**config.mk**
```make
export PLATFORM = sky130hd
export DESIGN_NAME = ab_input_conditioner_flat
export DESIGN_NICKNAME = d
export VERILOG_FILES = /design/src/rtl/ab_cond_pkg.sv /design/src/rtl/ab_input_conditioner_if.sv /design/src/rtl/ab_input_conditioner_debounce_channel.sv /design/src/rtl/ab_input_conditioner.sv /design/src/flat_wrapper.sv
export SDC_FILE = /design/constraint.sdc
export NUM_CORES = 1
export LEC_CHECK = 0
export ABC_CLOCK_PERIOD_IN_PS = 3000
export CORE_MARGIN = 3
export CORE_UTILIZATION = 60
export CTS_BUF_LIST = sky130_fd_sc_hd__clkbuf_4 sky130_fd_sc_hd__clkbuf_8
export CTS_CLUSTER_DIAMETER = 40
export DETAILED_ROUTE_END_ITERATION = 8
export GPL_ROUTABILITY_DRIVEN = 0
export PLACE_DENSITY_LB_ADDON = 0.1
export REMOVE_ABC_BUFFERS = 1
export SYNTH_ARGS = -nofsm -noshare
export SYNTH_HDL_FRONTEND = slang
export SYNTH_SLANG_ARGS = --single-unit
```
**constraint.sdc**
```tcl
create_clock -name clk -period 3 [get_ports clk]
set_input_delay 0.45 -clock clk [delete_from_list [all_inputs] [get_ports clk]]
set_output_delay 0.45 -clock clk [all_outputs]
set_load 0.1 [all_outputs]
```
**src/rtl/ab_cond_pkg.sv**
```systemverilog
// Shared constants for the A/B input conditioner: debounce FSM state codes and default debounce length.
package ab_cond_pkg;

  // State code bit1 is the clean level, so clean can be read straight from the state register.
  localparam logic [1:0] ST_LOW       = 2'b00;
  localparam logic [1:0] ST_RISE_PEND = 2'b01;
  localparam logic [1:0] ST_HIGH      = 2'b11;
  localparam logic [1:0] ST_FALL_PEND = 2'b10;

  localparam int DEBOUNCE_CYCLES_DEFAULT = 4;

endpackage

```
**src/rtl/ab_input_conditioner_if.sv**
```systemverilog
// Raw A/B pin levels in, debounced levels and edge/change strobes out.
interface ab_input_conditioner_if;
  logic a_raw;
  logic b_raw;
  logic a_clean;
  logic b_clean;
  logic a_rise;
  logic a_fall;
  logic b_rise;
  logic b_fall;
  logic ab_changed;

  modport master (
    output a_raw, b_raw,
    input  a_clean, b_clean, a_rise, a_fall, b_rise, b_fall, ab_changed
  );

  modport slave (
    input  a_raw, b_raw,
    output a_clean, b_clean, a_rise, a_fall, b_rise, b_fall, ab_changed
  );
endinterface

```
**src/rtl/ab_input_conditioner_debounce_channel.sv**
```systemverilog
// One channel: 2-flop synchroniser followed by a counter-based debounce FSM with registered edge pulses.
module debounce_channel
  import ab_cond_pkg::*;
#(
  parameter int DEBOUNCE_CYCLES = DEBOUNCE_CYCLES_DEFAULT,
  localparam int CNT_W = $clog2(DEBOUNCE_CYCLES) + 1
) (
  input  logic clk,
  input  logic rst,
  input  logic raw_i,
  output logic clean_o,
  output logic rise_o,
  output logic fall_o,
  output logic change_d_o
);

  localparam logic [CNT_W-1:0] CNT_LAST = CNT_W'(DEBOUNCE_CYCLES - 1);
  localparam logic [CNT_W-1:0] CNT_ONE  = CNT_W'(1);

  logic             s1_q;
  logic             s_q;
  logic [1:0]       st_q, st_d;
  logic [CNT_W-1:0] cnt_q, cnt_d;
  logic             rise_q, rise_d;
  logic             fall_q, fall_d;

  // Synchroniser stage: only s_q is ever used by the FSM.
  always_ff @(posedge clk or posedge rst) begin
    if (rst) begin
      s1_q <= 1'b0;
      s_q  <= 1'b0;
    end else begin
      s1_q <= raw_i;
      s_q  <= s1_q;
    end
  end

  // Any bounce back to the settled level restarts the count from zero.
  always_comb begin
    st_d   = st_q;
    cnt_d  = cnt_q;
    rise_d = 1'b0;
    fall_d = 1'b0;
    case (st_q)
      ST_LOW: begin
        if (s_q) begin
          st_d  = ST_RISE_PEND;
          cnt_d = CNT_ONE;
        end else begin
          cnt_d = '0;
        end
      end
      ST_RISE_PEND: begin
        if (!s_q) begin
          st_d  = ST_LOW;
          cnt_d = '0;
        end else if (cnt_q == CNT_LAST) begin
          st_d   = ST_HIGH;
          cnt_d  = '0;
          rise_d = 1'b1;
        end else begin
          cnt_d = cnt_q + CNT_ONE;
        end
      end
      ST_HIGH: begin
        if (!s_q) begin
          st_d  = ST_FALL_PEND;
          cnt_d = CNT_ONE;
        end else begin
          cnt_d = '0;
        end
      end
      ST_FALL_PEND: begin
        if (s_q) begin
          st_d  = ST_HIGH;
          cnt_d = '0;
        end else if (cnt_q == CNT_LAST) begin
          st_d   = ST_LOW;
          cnt_d  = '0;
          fall_d = 1'b1;
        end else begin
          cnt_d = cnt_q + CNT_ONE;
        end
      end
      default: begin
        st_d  = ST_LOW;
        cnt_d = '0;
      end
    endcase
  end

  // FSM stage: state, counter and edge pulses update together.
  always_ff @(posedge clk or posedge rst) begin
    if (rst) begin
      st_q   <= ST_LOW;
      cnt_q  <= '0;
      rise_q <= 1'b0;
      fall_q <= 1'b0;
    end else begin
      st_q   <= st_d;
      cnt_q  <= cnt_d;
      rise_q <= rise_d;
      fall_q <= fall_d;
    end
  end

  assign clean_o    = st_q[1];
  assign rise_o     = rise_q;
  assign fall_o     = fall_q;
  assign change_d_o = rise_d | fall_d;

endmodule

```
**src/rtl/ab_input_conditioner.sv**
```systemverilog
// Two independent debounced channels for the A/B detector plus a combined change strobe.
module ab_input_conditioner
  import ab_cond_pkg::*;
#(
  parameter int DEBOUNCE_CYCLES = DEBOUNCE_CYCLES_DEFAULT
) (
  input  logic                        clk,
  input  logic                        rst,
  ab_input_conditioner_if.slave       bus
);

  logic a_change_d;
  logic b_change_d;
  logic ab_changed_q, ab_changed_d;

  debounce_channel #(.DEBOUNCE_CYCLES(DEBOUNCE_CYCLES)) u_chan_a (
    .clk        (clk),
    .rst        (rst),
    .raw_i      (bus.a_raw),
    .clean_o    (bus.a_clean),
    .rise_o     (bus.a_rise),
    .fall_o     (bus.a_fall),
    .change_d_o (a_change_d)
  );

  debounce_channel #(.DEBOUNCE_CYCLES(DEBOUNCE_CYCLES)) u_chan_b (
    .clk        (clk),
    .rst        (rst),
    .raw_i      (bus.b_raw),
    .clean_o    (bus.b_clean),
    .rise_o     (bus.b_rise),
    .fall_o     (bus.b_fall),
    .change_d_o (b_change_d)
  );

  // Built from the channels' next-cycle pulses so it lands on the same edge as rise/fall.
  assign ab_changed_d = a_change_d | b_change_d;

  always_ff @(posedge clk or posedge rst) begin
    if (rst) ab_changed_q <= 1'b0;
    else     ab_changed_q <= ab_changed_d;
  end

  assign bus.ab_changed = ab_changed_q;

endmodule

```
**src/flat_wrapper.sv**
```systemverilog
// flat-port wrapper written by rule: the top's interface ports become plain ports
module ab_input_conditioner_flat import ab_cond_pkg::*;
#(
  parameter int DEBOUNCE_CYCLES = DEBOUNCE_CYCLES_DEFAULT
)
  (clk, rst, bus_a_raw, bus_b_raw, bus_a_clean, bus_b_clean, bus_a_rise, bus_a_fall, bus_b_rise, bus_b_fall, bus_ab_changed);
  ab_input_conditioner_if bus_i ();
  input  logic clk;
  input  logic rst;
  input wire logic [$bits(bus_i.a_raw)-1:0] bus_a_raw;
  input wire logic [$bits(bus_i.b_raw)-1:0] bus_b_raw;
  output wire logic [$bits(bus_i.a_clean)-1:0] bus_a_clean;
  output wire logic [$bits(bus_i.b_clean)-1:0] bus_b_clean;
  output wire logic [$bits(bus_i.a_rise)-1:0] bus_a_rise;
  output wire logic [$bits(bus_i.a_fall)-1:0] bus_a_fall;
  output wire logic [$bits(bus_i.b_rise)-1:0] bus_b_rise;
  output wire logic [$bits(bus_i.b_fall)-1:0] bus_b_fall;
  output wire logic [$bits(bus_i.ab_changed)-1:0] bus_ab_changed;
  assign bus_i.a_raw = bus_a_raw;
  assign bus_i.b_raw = bus_b_raw;
  assign bus_a_clean = bus_i.a_clean;
  assign bus_b_clean = bus_i.b_clean;
  assign bus_a_rise = bus_i.a_rise;
  assign bus_a_fall = bus_i.a_fall;
  assign bus_b_rise = bus_i.b_rise;
  assign bus_b_fall = bus_i.b_fall;
  assign bus_ab_changed = bus_i.ab_changed;
  ab_input_conditioner #(.DEBOUNCE_CYCLES(DEBOUNCE_CYCLES)) u_core (.clk(clk), .rst(rst), .bus(bus_i));
endmodule
```
Word-level counts from Yosys, hierarchy flattened
Index checks and enable logic that the tools add are counted.
Widths: inputs -> output; s select.

storage, ports and cells
  register bits after elaboration = 19
  output and inout bits = 7
  logic and storage cells = 74

operators by class
  add/sub/neg operators = 2
  equality and inequality tests = 16
  multiplexer cells = 36
  bitwise operators = 3
  reductions and logical operators = 4

operator list
  operator             count
  $mux 2               12
  $pmux 3 s4           2
  $mux 3               6
  $pmux 2 s4           2
  $mux 1               14
  $ne 3x3->1 const B   4
  $eq 2x2->1 const B   4
  $ne 2x2->1 const B   4
  $reduce_and 4->1     2
  $add 3x1->3 const B  2
  $eq 3x2->1 const B   2
  $eq 2x1->1 const B   2
  $logic_not 2->1      2
  $or 1x1->1           3

Depth between registers and ports, before layout
Gate-level depths: netlist of run 1.

  word-level depth = 6
  mapped depth = 5
  gate-level depth less buffers = 5

Modules after synthesis
A second synthesis of run 1 with hierarchy kept.

second synthesis, totals
  cells, all modules = 81
  area total of the unflattened synthesis = 1006.0 um^2

by module, submodules not included
  module                instances  cells an instance  area an instance (um^2)
  debounce_channel      2          39                 485.5
  ab_input_conditioner  1          3                  35.0

Worst setup path before layout of run 1
No wires, ideal clock.

  path type = flip-flop to flip-flop
  start = register u_core.u_chan_a.st_q[1]
  end = register u_core.u_chan_a.st_q[1]
  setup time = 0.126 ns
  data arrival time = 2.021 ns
  required time = 2.874 ns
  slack = 0.853 ns
  stages on the path, launching flop included = 6
  path buffers = 0
  clock period less this slack = 2.147 ns
  cells stage by stage = dfrtp_1 > inv_1 > ha_1 > mux2i_4 > o21ai_2 > mux2_4

between the ends
  word-level cells in the longest chain between the ends = 3
  elaborated cells on any way between the ends = 10
  those cells by class = eq/ne: 7; mux: 1; reduce/logical: 2

ends and longest elaborated chain
  item                                                       RTL line                                      RTL
  from (decl)                                                ab_input_conditioner_debounce_channel.sv:22   logic [1:0] st_q, st_d;
  from (signal assigned)                                     ab_input_conditioner_debounce_channel.sv:100  st_q <= st_d;
  $eq 2x1->1 (tied with other cells)                         ab_input_conditioner_debounce_channel.sv:44   case (st_q)
  $ne 3x3->1 (no line) / $ne 2x2->1 (equally long branches)  --
  $reduce_and 4->1 (no line)                                 --

Several ways; a longest one is shown, not always the timed one.
A chain may end at the register's enable or synchronous reset.

Worst setup path in the final report of run 1
Same ends and word-level chain as after synthesis.

==> results of run 1 <==
[power groups by stage]
stage / Combinational, mW / Sequential [mW] / Clock, mW
6_report: 0.569 / 0.362 / 0.136
5_1_grt: 0.627 / 0.368 / 0.150
4_1_cts: 0.572 / 0.360 / 0.140
3_5_place_dp: 0.570 / 0.366 / 0
3_3_place_gp: 0.552 / 0.360 / 0
2_1_floorplan: 0.355 / 0.466 / 0
[worst min-delay path by stage]
stage | startpoint | end | slack, ps | cells after the start
after floorplan | u_core.u_chan_a.s1_q | u_core.u_chan_a.s_q | 330 | 0
after global placement | u_core.u_chan_a.s1_q | u_core.u_chan_a.s_q | 340 | 0
after detailed placement | u_core.u_chan_a.s1_q | u_core.u_chan_a.s_q | 340 | 0
after CTS | u_core.u_chan_a.s1_q | u_core.u_chan_a.s_q | 360 | 0
after global routing | u_core.u_chan_a.s1_q | u_core.u_chan_a.s_q | 370 | 0
final | u_core.u_chan_a.s1_q | u_core.u_chan_a.s_q | 360 | 0
[cell type report]
class | count | area, sq um | area share, %
Multi-Input combinational cell | 52 | 479 | 43.0
Clock buffer | 4 | 30.0 | 2.70
Sequential cell | 19 | 475 | 42.7
Inverter | 7 | 26.3 | 2.36
Timing Repair Buffer | 10 | 82.6 | 7.42
Tap cell | 16 | 20.0 | 1.80
[layout by cell type (no fill, tap or decap)]
cell type,count
dfrtp_1,19
ha_1,12
inv_1,7
buf_4,7
nor4b_1,4
clkbuf_4,4
nor2_1,3
mux2_2,3
clkdlybuf4s50_1,3
a21oi_1,2
nor2b_1,2
mux2i_4,2
mux2i_1,2
o21ai_2,2
o32ai_1,2
nor3b_1,2
o21ai_0,2
nand2_1,2
and3_2,1
or2b_1,1
and3_1,1
nand2b_1,1
o22ai_1,1
a211oi_1,1
o221ai_1,1
o211ai_1,1
nor3_1,1
o31a_2,1
nand4_1,1
mux2_4,1
[critical path: cells and delay by family (launching register included)]
| family | cells | cell delay [ps] |
|---|---|---|
| multiplexers | 2 | 580 |
| flip-flops | 1 | 450 |
| adder cells (fa/ha/maj) | 1 | 250 |
| buffers and inverters | 1 | 110 |
| AO/OA/AOI/OAI | 1 | 100 |
[through the flow]
stage | setup slack, ps | hold slack [ps] | instance area, sq um | total power, mW | util [%]
finish | 1400 | 362 | 1110 | 1.07 | 72.2
global route | 1300 | 368 | 1110 | 1.14 | 72.2
CTS | 1400 | 364 | 1110 | 1.07 | 72.2
detailed placement | 1410 | 340 | 1080 | 0.936 | 70.3
floorplan | 853 | 331 | 981 | 0.821 | -
global placement | 1480 | 339 | 1080 | 0.912 | 70.3
[kinds of logic (layout without fill, tap and decap cells)]
family / after synthesis / after routing / share of synthesized area [%]
AO/OA/AOI/OAI: 13 / 13 / 9.48
adder cells (fa/ha/maj): 12 / 12 / 15.0
buffers and inverters: 9 / 21 / 4.86
flip-flops: 19 / 19 / 47.4
multiplexers: 8 / 8 / 11.3
AND/OR/NAND/NOR: 19 / 19 / 12.0
[flip-flops by register name, indices dropped and copies added (netlist names)]
name                    cells
u_core.u_chan_a.s_q         1
u_core.u_chan_b.s1_q        1
u_core.bus.ab_changed       1
u_core.u_chan_a.fall_o      1
u_core.u_chan_a.rise_o      1
u_core.u_chan_b.fall_o      1
u_core.u_chan_b.st_q        2
u_core.u_chan_a.st_q        2
u_core.u_chan_b.s_q         1
u_core.u_chan_a.s1_q        1
u_core.u_chan_a.cnt_q       3
u_core.u_chan_b.cnt_q       3
u_core.u_chan_b.rise_o      1
[routing by layer]
metal  up-vias  wire length (microns)  part of all wire, %  GRT usage (%)
met5         -                      0                    0              0
met4         0                     27                  1.7           7.18
met3         4                     69                  4.4           3.45
met2        14                    690                   44           27.4
met1       302                    768                   49           22.7
li1        309                      -                    -              -
==> impl_results.md, run 1 <==
* Initial antenna violation count at 0
* Clock sink count at 19
* Slowest cell on the critical path: dfrtp_1
* Synthesized instance count at 80
* Fill count at 118
* Clock buffer depth at 2
* Sequential Power Share at 33.9%
* Leakage at 0.544 nW
* Clock latency on the worst-skew pair at 290 ps
* Worst-margin pin slew at 675 ps
* Port buffer count at 10
* Worst Skew at 0.636 ps
* Final setup vio count at 0
* Slew Limit Fails at 0
* Placed cells at 104
* Num CTS Buffers at 3
* Die height at 46.9 microns
* Root Driver: clkbuf_4
* Layout net count at 109
* Period utilisation layout at 53.3%
* Worst setup endpoint: u_core.u_chan_a.st_q[1]
* Clock-pin transition on the worst setup and hold timing paths at 110 ps
* Core ar. at 1540 sq um
* Worst path cell trace: inv_1 > ha_1 > mux2i_4 > o21ai_2 > mux2_4
* Rel. slew slack at 55.0%
* Crit path capture type: register
* Netlist Area Pre-Place at 1000 sq um
* Reg2Reg Launch Point: u_core.u_chan_a.st_q[1]
* Sw power at 0.467 mW
* Area contributors post-synth: dfrtp_1 47%, ha_1 15%, mux2i_4 4.5%
* Setup TNS Final at 0 ps
* Clock Power Share at 12.8%
* Crit path kind: register to register
* Std cell rows at 14
* Synthesis-to-layout area growth at 11.0%
* Buffer count from post-CTS setup fixing at 0
* Max Freq at 625 MHz
* Max Cap Violations at 0
* Antenna diodes at 0
* Post-CTS Hold Buffers at 0
* RSZ-0062 raised after global routing: no
* Critical path launch point type: register
* Most common flop cell mapped by yosys: dfrtp_1
* Die Width at 46.9 microns
* Total Routed Length at 1560 microns
* Final min period at 1600 ps
* GR Util All Layers at 17.1%
* Peak VDD IR at 0.543 mV
* Via Count at 629
* Synth cell count leaders: 19 x dfrtp_1, 12 x ha_1, 7 x inv_1, 4 x nor4b_1
* Htree depth at 1
* Area share of the largest cell type after synthesis at 47.4%
* # DRC at 0
* Vias in the first global route at 613
* Switch share at 43.8%
* Gr ovfl total at 0
* CP required at 3180 ps
* Final-report hold violation count at 0
* Final HPWL DP at 1190 microns
* Async SR Flop Fraction at 100%
* Pin count of the biggest net entering global routing at 20
* Worst Reg2Reg Path Length in Cells at 5
* Antenna-violating nets left at 0
* Register area share after synthesis at 47.4%
* Starting Density at 65.1%
* Crit path DAT at 1780 ps
* Yosys cell types at 28
* Int Pwr at 0.600 mW
* Iter 0 DRT Violations at 5
* Crit Path Max Fanout at 8
* Top Ports at 11
* DRT Pass-1 Iters at 2
* Wire per inst at 14.4 microns
* Post-synth EDFFs at 0
* # resized after CTS at 0
* CTS tree: built
* Worst Hold Class: register to register
* Vias per inst at 5.82
* Synth Register Bits at 19
* Non-Filler Instances at 108
* RR Endpoint: u_core.u_chan_a.st_q[1]
* First-pass GRT wire length at 2660 microns
* Worst setup path startpoint: u_core.u_chan_a.st_q[1]
* Die ar. at 2200 sq um
* Most common cell in the netlist: dfrtp_1
* Comb power frac at 53.3%
* Area leader, netlist: dfrtp_1
* Share of cells above drive strength 1 at 22.8%
* Status: finished clean
* R2r setup slk at 1400 ps
* Ys Warns at 0
* Power density over cell area at 958 nW/um^2
* Max stage delay on crit path at 450 ps
* Average footprint of a synthesized cell at 12.5 sq um
Power figures use the tool's default switching activity.
==> inputs of run 2 (changes only) <==
ABC_CLOCK_PERIOD_IN_PS = 1350   (was 3000)
CORE_UTILIZATION = 51   (was 60)
clock period = 1.35 ns   (was 3 ns; I/O delays follow)
==> run 2 against run 1 <==
Compared with the run above: non-clock buffer count up 28; register-to-register slack worse by 1500 ps; clock power up 140%; highest routed layer unchanged; count of clock-buffer cells in the layout down 1; design area up 44%; hold slack worse by 190 ps; the run now ends with negative setup slack left; first-iteration DRC count rose to 3.0 times the previous value; wire length up 100%; final cell count up 34%; combinational power rose to 4.3 times the previous value.
==> impl_results.md, run 2 (synthesis results as in run 1) <==
* Clock-pin transition on the worst setup and hold timing paths at 120 ps (about the same)
* Cell Area, Placed at 1350 sq um (+24%)
* Final min period at 1490 ps (-105 ps)
* Final HPWL DP at 1580 microns (+33%)
* Critical path launch point type: register
* Peak VDD IR at 1.71 mV (+210%)
* Iter 0 DRT Violations at 15 (+10)
* Share of cells above drive strength 1 at 64.2% (+41 points)
* # DRC at 0 (unchanged)
* Cell area after layout at 1600 sq um (+44%)
* Wire per inst at 21.6 microns (+50%)
* Worst Skew at 5.59 ps (+4.96 ps)
* Layout net count at 137 (+26%)
* Post-CTS Hold Buffers at 0 (unchanged)
* Rel. slew slack at 80.9% (+26 points)
* Crit path kind: register to register
* Vias per inst at 5.85 (+0.42%)
* Synthesis-to-layout area growth at 59.5%
* Crit Path Max Fanout at 5 (-3)
* Status: finished, violations left
* CP required at 1580 ps (-1600 ps)
* Worst-margin pin slew at 286 ps (-389 ps)
* Crit path DAT at 1720 ps (-60 ps)
* Top Ports at 11 (unchanged)
* Starting Density at 56.3% (-8.8 points)
* Htree depth at 1 (unchanged)
* CTS tree: built
* Initial antenna violation count at 0 (unchanged)
* Most common cell after layout, fill and taps aside: buf_4
* GR Util All Layers at 21.5% (+4.4 points)
* Clock buffer depth at 2 (unchanged)
* Std cell rows at 15 (+1)
* RSZ-0062 raised after global routing: yes
* DP Worst Slack at -116 ps (-1530 ps)
* Worst Hold Class: primary input to async pin
* Slew Limit Fails at 0 (unchanged)
* Final-report hold violation count at 0 (unchanged)
* Max Freq at 669 MHz (+7.0%)
* Largest regs: u_core.u_chan_a.cnt_q: 3 flops, u_core.u_chan_b.cnt_q: 3 flops
* Most frequent cells in the layout: 26 x buf_4, 16 x dfrtp_1, 7 x buf_12
* Port buffer count at 10 (unchanged)
* Max Cap Violations at 0 (unchanged)
* Antenna diodes at 0 (unchanged)
* Die Width at 50.4 microns (+7.4%)
* Vias in the first global route at 861 (+40%)
* Pin count of the biggest net entering global routing at 20 (unchanged)
* Clock sink count at 19 (unchanged)
* Root Driver: clkbuf_4
* Leakage at 0.707 nW (+30%)
* First-pass GRT wire length at 4000 microns (+50%)
* Clock latency on the worst-skew pair at 330 ps (+40 ps)
* Crit path capture type: register
* Period utilisation layout at 111% (+57 points)
* DRT Pass-1 Iters at 4 (+2)
* Power density over cell area at 2260 nW/um^2 (+140%)
* Setup WS post-layout at -144 ps (-1540 ps)
* Final Util at 89.8% (+18 points)
* Core ar. at 1780 sq um (+16%)
* Antenna-violating nets left at 0 (unchanged)
* Die ar. at 2540 sq um (+15%)
* Final setup vio count at 7 (+7)
* Total Routed Length at 3130 microns (+100%)
* Die height at 50.4 microns (+7.4%)
* Via Count at 848 (+35%)
* Num CTS Buffers at 3 (unchanged)
* Setup TNS Final at -671 ps (-671 ps)
* Gr ovfl total at 0 (unchanged)
* Failing checks: negative setup slack
run 2: worst max-delay path, stage by stage, from the launching register on:
cell and delay, ps:
dfrtp_2 490, inv_4 110, ha_4 220, a21oi_1 200, nor2_1 100, mux2_4 270
run 2: timing repair:
item	4_1_cts	5_1_grt
setup endpoints to repair	10	10
pin swaps	1	3
buffers inserted	3	3
gates resized for setup	24	19
run 2: report_power, final:
group	internal (mW)	leakage (nW)	total, mW	switching [mW]
registers	0.698	0.240	0.863	0.165
clock network	0.112	0.0177	0.327	0.216
logic	1.20	0.450	2.42	1.22
run 2: metrics by stage:
stage,std cells,power [mW],hold slack [ps]
after floorplan,78,1.82,154
after global placement,135,2.42,333
after detailed placement,135,2.50,336
after CTS,142,3.03,221
after global routing,145,3.77,237
final,145,3.61,174
run 2: final timing paths:
path	cells past startpoint	end	start	slack [ps]
setup / recovery	5	u_core.u_chan_a.st_q[1]	u_core.u_chan_a.st_q[1]	-140
hold / removal	3	u_core.u_chan_a.s_q	rst	170
setup reg to reg	5	u_core.u_chan_a.st_q[1]	u_core.u_chan_a.st_q[1]	-140
hold reg to reg	0	u_core.u_chan_a.s_q	u_core.u_chan_a.s1_q	350
max in group asynchronous	3	u_core.u_chan_b.st_q[1]	rst	960
min in group clk	1	u_core.u_chan_a.s1_q	bus_a_raw	300
run 2: area by class of cell:
cell class	instances	area, sq um
timing repair buffer	38	388
tap	25	31.3
sequential	19	479
clock buffer	3	22.5
fill	70	183
multi-input combinational	52	641
clock inverter	1	5.00
inverter	7	33.8
run 2: routing by layer:
layer	vias up	wire length, microns	global-route usage, %
li1	367	-	-
met1	437	1340	25.0
met2	34	1570	40.4
met3	10	103	3.56
met4	0	121	5.38
met5	-	0	0
